$ cat src/rtl/rv32_wb_pkg.sv
// rv32_wb_pkg: shared types and defaults for the RV32 to Wishbone bridge.
// Optional bus timeout is enabled by defining RV32_WB_TIMEOUT_EN.
package rv32_wb_pkg;

  typedef enum logic [1:0] {
    ST_IDLE,
    ST_BUS,
    ST_RESP
  } wb_state_e;

  localparam int          WB_N_SLAVES_DEF  = 4;
  localparam int          WB_ADR_W_DEF     = 16;
  localparam logic [31:0] WB_MMIO_BASE_DEF = 32'h4000_0000;
  localparam int          WB_TIMEOUT_DEF   = 255;
  localparam logic [31:0] WB_ERR_DATA      = 32'h0;

  function automatic int idx_w(input int n);
    return (n > 1) ? $clog2(n) : 1;
  endfunction

endpackage

$ cat src/rtl/rv32_wb_addr_decoder.sv
// rv32_wb_addr_decoder: maps a CPU byte address onto a slave window.
// Purely combinational; hit is low outside the MMIO region.
module rv32_wb_addr_decoder
  import rv32_wb_pkg::*;
#(
  parameter int          N_SLAVES  = WB_N_SLAVES_DEF,
  parameter int          ADR_W     = WB_ADR_W_DEF,
  parameter logic [31:0] MMIO_BASE = WB_MMIO_BASE_DEF,
  localparam int         IW        = idx_w(N_SLAVES)
) (
  input  logic [31:0]   addr,
  output logic          hit,
  output logic [IW-1:0] index
);

  // 33-bit bounds so a region ending at 4 GiB does not wrap
  localparam logic [32:0] BASE  = {1'b0, MMIO_BASE};
  localparam logic [32:0] LIMIT =
    BASE + (33'(N_SLAVES) << ADR_W);

  logic [32:0] addr_x;

  assign addr_x = {1'b0, addr};
  assign hit    = (addr_x >= BASE) &&
                  (addr_x < LIMIT);

  if (N_SLAVES > 1) begin : g_multi
    assign index = addr[ADR_W +: IW];
  end else begin : g_single
    assign index = '0;
  end

endmodule

$ cat src/rtl/rv32_wb_bridge.sv
// rv32_wb_bridge: single-outstanding CPU to N-slave Wishbone bridge.
// Define RV32_WB_TIMEOUT_EN to abort bus cycles after TIMEOUT_CYCLES.
module rv32_wb_bridge
  import rv32_wb_pkg::*;
#(
  parameter int          N_SLAVES       = WB_N_SLAVES_DEF,
  parameter int          ADR_W          = WB_ADR_W_DEF,
  parameter logic [31:0] MMIO_BASE      = WB_MMIO_BASE_DEF,
  parameter int          TIMEOUT_CYCLES = WB_TIMEOUT_DEF
) (
  input  logic                  clk_i,
  input  logic                  rst_i,
  input  logic                  mem_req_i,
  input  logic [3:0]            mem_we_i,
  input  logic [31:0]           mem_addr_i,
  input  logic [31:0]           mem_data_i,
  output logic [31:0]           mem_data_o,
  output logic                  mem_ready_o,
  output logic                  mem_err_o,
  output logic [N_SLAVES-1:0]   wb_cyc_o,
  output logic                  wb_stb_o,
  output logic                  wb_we_o,
  output logic [3:0]            wb_sel_o,
  output logic [ADR_W-1:0]      wb_adr_o,
  output logic [31:0]           wb_dat_o,
  input  logic [N_SLAVES-1:0]   wb_ack_i,
  input  logic [N_SLAVES*32-1:0] wb_dat_i
);

  localparam int IW = idx_w(N_SLAVES);

  if (N_SLAVES < 1 || N_SLAVES > 16 ||
      TIMEOUT_CYCLES < 1) begin : g_bad_cfg
    $error("rv32_wb_bridge: bad parameters");
  end

  wb_state_e     state_q;
  wb_state_e     state_d;
  logic          hit;
  logic [IW-1:0] idx;
  logic [IW-1:0] idx_q;
  logic          ack_sel;
  logic [31:0]   rdat_sel;
  logic          start;
  logic          done_ok;
  logic          done_err;
  logic          tmo;

  rv32_wb_addr_decoder #(
    .N_SLAVES  (N_SLAVES),
    .ADR_W     (ADR_W),
    .MMIO_BASE (MMIO_BASE)
  ) u_dec (
    .addr  (mem_addr_i),
    .hit   (hit),
    .index (idx)
  );

  assign ack_sel  = wb_ack_i[idx_q];
  assign rdat_sel = wb_dat_i[32*idx_q +: 32];

`ifdef RV32_WB_TIMEOUT_EN
  localparam int CW = $clog2(TIMEOUT_CYCLES + 1);

  logic [CW-1:0] cnt_q;

  assign tmo = (state_q == ST_BUS) &&
               (cnt_q == CW'(TIMEOUT_CYCLES - 1));

  always_ff @(posedge clk_i or posedge rst_i) begin
    if (rst_i) begin
      cnt_q <= '0;
    end else if (start) begin
      cnt_q <= '0;
    end else if (state_q == ST_BUS &&
                 !ack_sel && !tmo) begin
      cnt_q <= cnt_q + 1'b1;
    end
  end
`else
  assign tmo = 1'b0;
`endif

  always_ff @(posedge clk_i or posedge rst_i) begin
    if (rst_i) begin
      state_q <= ST_IDLE;
    end else begin
      state_q <= state_d;
    end
  end

  always_comb begin
    state_d  = state_q;
    start    = 1'b0;
    done_ok  = 1'b0;
    done_err = 1'b0;
    unique case (state_q)
      ST_IDLE: begin
        if (mem_req_i) begin
          if (hit) begin
            state_d = ST_BUS;
            start   = 1'b1;
          end else begin
            state_d  = ST_RESP;
            done_err = 1'b1;
          end
        end
      end
      ST_BUS: begin
        if (ack_sel) begin
          state_d = ST_RESP;
          done_ok = 1'b1;
        end else if (tmo) begin
          state_d  = ST_RESP;
          done_err = 1'b1;
        end
      end
      ST_RESP: state_d = ST_IDLE;
      default: state_d = ST_IDLE;
    endcase
  end

  // cyc/stb follow the state register so reset clears them at once
  always_comb begin
    wb_cyc_o = '0;
    if (state_q == ST_BUS) begin
      wb_cyc_o[idx_q] = 1'b1;
    end
  end

  assign wb_stb_o = (state_q == ST_BUS);

  always_ff @(posedge clk_i or posedge rst_i) begin
    if (rst_i) begin
      idx_q       <= '0;
      wb_we_o     <= 1'b0;
      wb_sel_o    <= 4'h0;
      wb_adr_o    <= '0;
      wb_dat_o    <= 32'h0;
      mem_data_o  <= 32'h0;
      mem_ready_o <= 1'b0;
      mem_err_o   <= 1'b0;
    end else begin
      mem_ready_o <= done_ok | done_err;
      mem_err_o   <= done_err;
      if (start) begin
        idx_q    <= idx;
        wb_adr_o <= mem_addr_i[ADR_W-1:0];
        wb_dat_o <= mem_data_i;
        wb_we_o  <= (mem_we_i != 4'h0);
        wb_sel_o <= (mem_we_i != 4'h0) ?
                    mem_we_i : 4'hF;
      end
      if (done_ok) begin
        mem_data_o <= wb_we_o ? 32'h0 : rdat_sel;
      end else if (done_err) begin
        mem_data_o <= WB_ERR_DATA;
      end
    end
  end

endmodule
$ cat config.mk
export PLATFORM = sky130hd
export DESIGN_NAME = rv32_wb_bridge
export DESIGN_NICKNAME = d
export VERILOG_FILES = /design/src/rtl/rv32_wb_pkg.sv /design/src/rtl/rv32_wb_addr_decoder.sv /design/src/rtl/rv32_wb_bridge.sv
export SDC_FILE = /design/constraint.sdc
export NUM_CORES = 1
export LEC_CHECK = 0
export BUFFER_PORTS_ARGS = -buffer_cell sky130_fd_sc_hd__buf_2
export CAP_MARGIN = 30
export CORE_AREA = 2 2 113 115
export CTS_CLUSTER_SIZE = 12
export DETAILED_ROUTE_END_ITERATION = 12
export DIE_AREA = 0 0 115 117
export HOLD_SLACK_MARGIN = 0.03
export PLACE_DENSITY = 0.73
export SLEW_MARGIN = 20
export SYNTH_ARGS = -nofsm -noshare
export SYNTH_HDL_FRONTEND = slang
export SYNTH_SLANG_ARGS = --single-unit
$ cat constraint.sdc
create_clock -name clk_i -period 2.7 [get_ports clk_i]
set_input_delay 0 -clock clk_i [delete_from_list [all_inputs] [get_ports clk_i]]
set_output_delay 0 -clock clk_i [all_outputs]
set_load 0.1 [all_outputs]
==> results_dict.tcl <==
set metrics [dict create \
    tightest_slew_ns 0.746 \
    holdCritPathClass "primary input to register" \
    ff_latch_area_sq_um 2280 \
    synthTopCellsByCount "dfrtp_1 (91), mux2_4 (50), a22o_1 (32), mux4_2 (32), mux2_2 (6)" \
    drc 0 \
    synth_edf_count 0 \
    slew_headroom 0.503 \
    synthTopCellsByArea "dfrtp_1 (49%), mux2_4 (16%), mux4_2 (16%)" \
    yosys.area.top_type "dfrtp_1" \
    synth-seq-area-share 0.494 \
    grt_pass1_vias 4049 \
    slowest_delay_ns 0.53 \
    period_minus_slack_ns 2.05 \
    grt_antenna_before_repair 0 \
    cts_htree_levels 3 \
    grt_first_pass_wirelength_um 20400 \
    worstPathCellList "mux2_2 -> o2bb2ai_2 -> nor2b_2 -> buf_4 -> a22o_1" \
    grt_usage 0.197 \
    routed_wl_um 13800 \
    clock_latency_ns 0.33 \
    critPathLaunchType "register" \
    path_max_fanout 20 \
    max-vdd-ir-drop_mv 0.213 \
    final_max_slew_viol_count 0 \
    clock_skew_ns 0.00859 \
    yosys_register_bits 91 \
    num-fill-cells 993 \
    clk_pin_slew_ns 0.07 \
    gp_congestion 0.787 \
    status "finished clean" \
    drive_gt1_frac 0.683 \
    place_hpwl_um 10300 \
    cts_tree "built" \
    powerDensity_nw_per_um2 441 \
    ant_nets 0 \
    final_nets 813 \
    rr_worst_depth 5 \
    start_util 0.375 \
    worstSetupPathType "register to register" \
    synth.top_cell.area_share 0.494 \
    post-cts-setup-buffers 0 \
    routed_via_density 4.97 \
    wire_per_inst_um 18.0 \
    yosysMostFrequentCell "dfrtp_1" \
    ys.flop_type "dfrtp_1" \
    rsz0062_at_grt "false" \
    numCtsBuffers 9 \
    die_y_um 117 \
    grt_max_degree 60 \
    fin_total_pwr_w 0.00309 \
    io_pins 295 \
    post-route-period-util 0.758 \
    max-cap-violations 0 \
    die_w_um 115 \
    setup_viol 0 \
    avgSynthCellArea_sq_um 17.3 \
    dr.pass1.iters 4 \
    ys_warn_count 0 \
    vias 3805 \
    cpMaxStageDelayCell "nor2b_2" \
    whs_path_depth 3 \
    core-area_sq_um 12300 \
    cts_buffer_depth 2 \
    ys_types 32 \
    port_buffers 294 \
    hold_viol_final 0 \
    syn_area_sq_um 4610 \
    drtIter0Drc 120 \
    syn2layout_area_growth_pct 52.0 \
    ctsResizeCount 0 \
    endpoint_kind "register" \
    multi_input_area_sq_um 2130 \
    cts.sinks 91 \
    fp-row-count 41 \
    antenna_cells 0 \
    setup_tns_ns 0 \
    syn_inst 266 \
    gr-total-overflow 0 \
    async_reset_ff_frac 1.00 \
    syn-num-nets 469 \
    fmax_ghz 0.489 \
    root_buffer "clkbuf_16" \
    leakagePower_nw 3.74 \
    critPathArrivalTime_ns 2.31 \
    required_ns 2.97 \
    dieArea_sq_um 13500 \
]
## cell type report
class                           instances  share of cell area
Multi-Input combinational cell        152               0.304
Inverter                                3             0.00196
Clock inverter                          6              0.0136
Sequential cell                        91               0.325
Timing Repair Buffer                  353               0.295
Tap cell                              150              0.0268
Clock buffer                           10              0.0341
## state kept, by name (all words and copies together) (netlist names)
register	count
mem_ready_o	1
wb_we_o	1
wb_adr_o	16
state_q	2
mem_err_o	1
wb_sel_o	4
mem_data_o	32
wb_dat_o	32
idx_q	2
## per-layer routing
metal	global-route usage	wire length, um	vias up
met5	0	0	-
met4	0.0747	312	0
met3	0.0433	915	36
met2	0.351	7120	188
met1	0.235	5440	1856
li1	-	-	1725
## worst max-delay path, delay by kind of cell, from the launching register on
family,cells,cell delay (ns)
and+or+nand+nor,1,0.53
buffers and inverters,1,0.35
DFF,1,0.48
AOI/OAI and AO/OA,2,0.31
muxes,1,0.30
## cells in the final DEF, fill, tap and decap left out, types with 3 or more instances in the layout
| cell type | count |
|---|---|
| a22o_1 | 32 |
| buf_2 | 294 |
| buf_4 | 5 |
| clkbuf_16 | 9 |
| dfrtp_1 | 90 |
| dlygate4sd3_1 | 52 |
| mux2_2 | 6 |
| mux2_4 | 50 |
| mux4_2 | 32 |
| nor2_1 | 4 |
| o21bai_1 | 4 |
| or2_2 | 3 |
## per-stage QoR
step / instance area, sq um / instances / util / setup slack, ns / hold slack [ns]
floorplan: 4610 / 266 / - / 0.336 / 0.148
global placement: 6160 / 697 / 0.500 / 0.729 / 0.176
detailed placement: 6160 / 697 / 0.500 / 0.638 / 0.193
CTS: 7010 / 765 / 0.570 / 0.618 / 0.0302
global route: 7010 / 765 / 0.570 / 0.492 / 0.0549
finish: 7010 / 765 / 0.570 / 0.655 / 0.0401
## cells by family after synthesis
kind of cell           Yosys count  synth area share
AND/OR/NAND/NOR                 23            0.0472
flip-flops                      91             0.494
AO/OA/AOI/OAI                   40            0.0773
multiplexers                    89             0.336
buffers and inverters           23            0.0458
## where the power goes
group	switching [W]	internal, W
registers	0.00000278	0.00137
clock network	0.000533	0.000846
logic	0.000144	0.000201
## worst paths after layout
path	slack (ns)	startpoint	end
worst max register to register	0.65	idx_q[1]	mem_data_o[16]
worst min register to register	0.50	mem_data_o[9]	mem_data_o[9]
min in group asynchronous	0.38	rst_i	wb_dat_o[10]
max in group asynchronous	1.66	rst_i	wb_adr_o[11]
worst min-delay path	0.04	mem_we_i[3]	wb_sel_o[3]
worst max-delay path	0.65	idx_q[1]	mem_data_o[16]
## timing repair
| item | CTS | global route |
|---|---|---|
| endpoints found under the hold margin | 109 | 0 |
| hold buffers | 52 | 0 |
| setup endpoints to repair | 0 | 0 |
(Power assumes the default switching activity.)
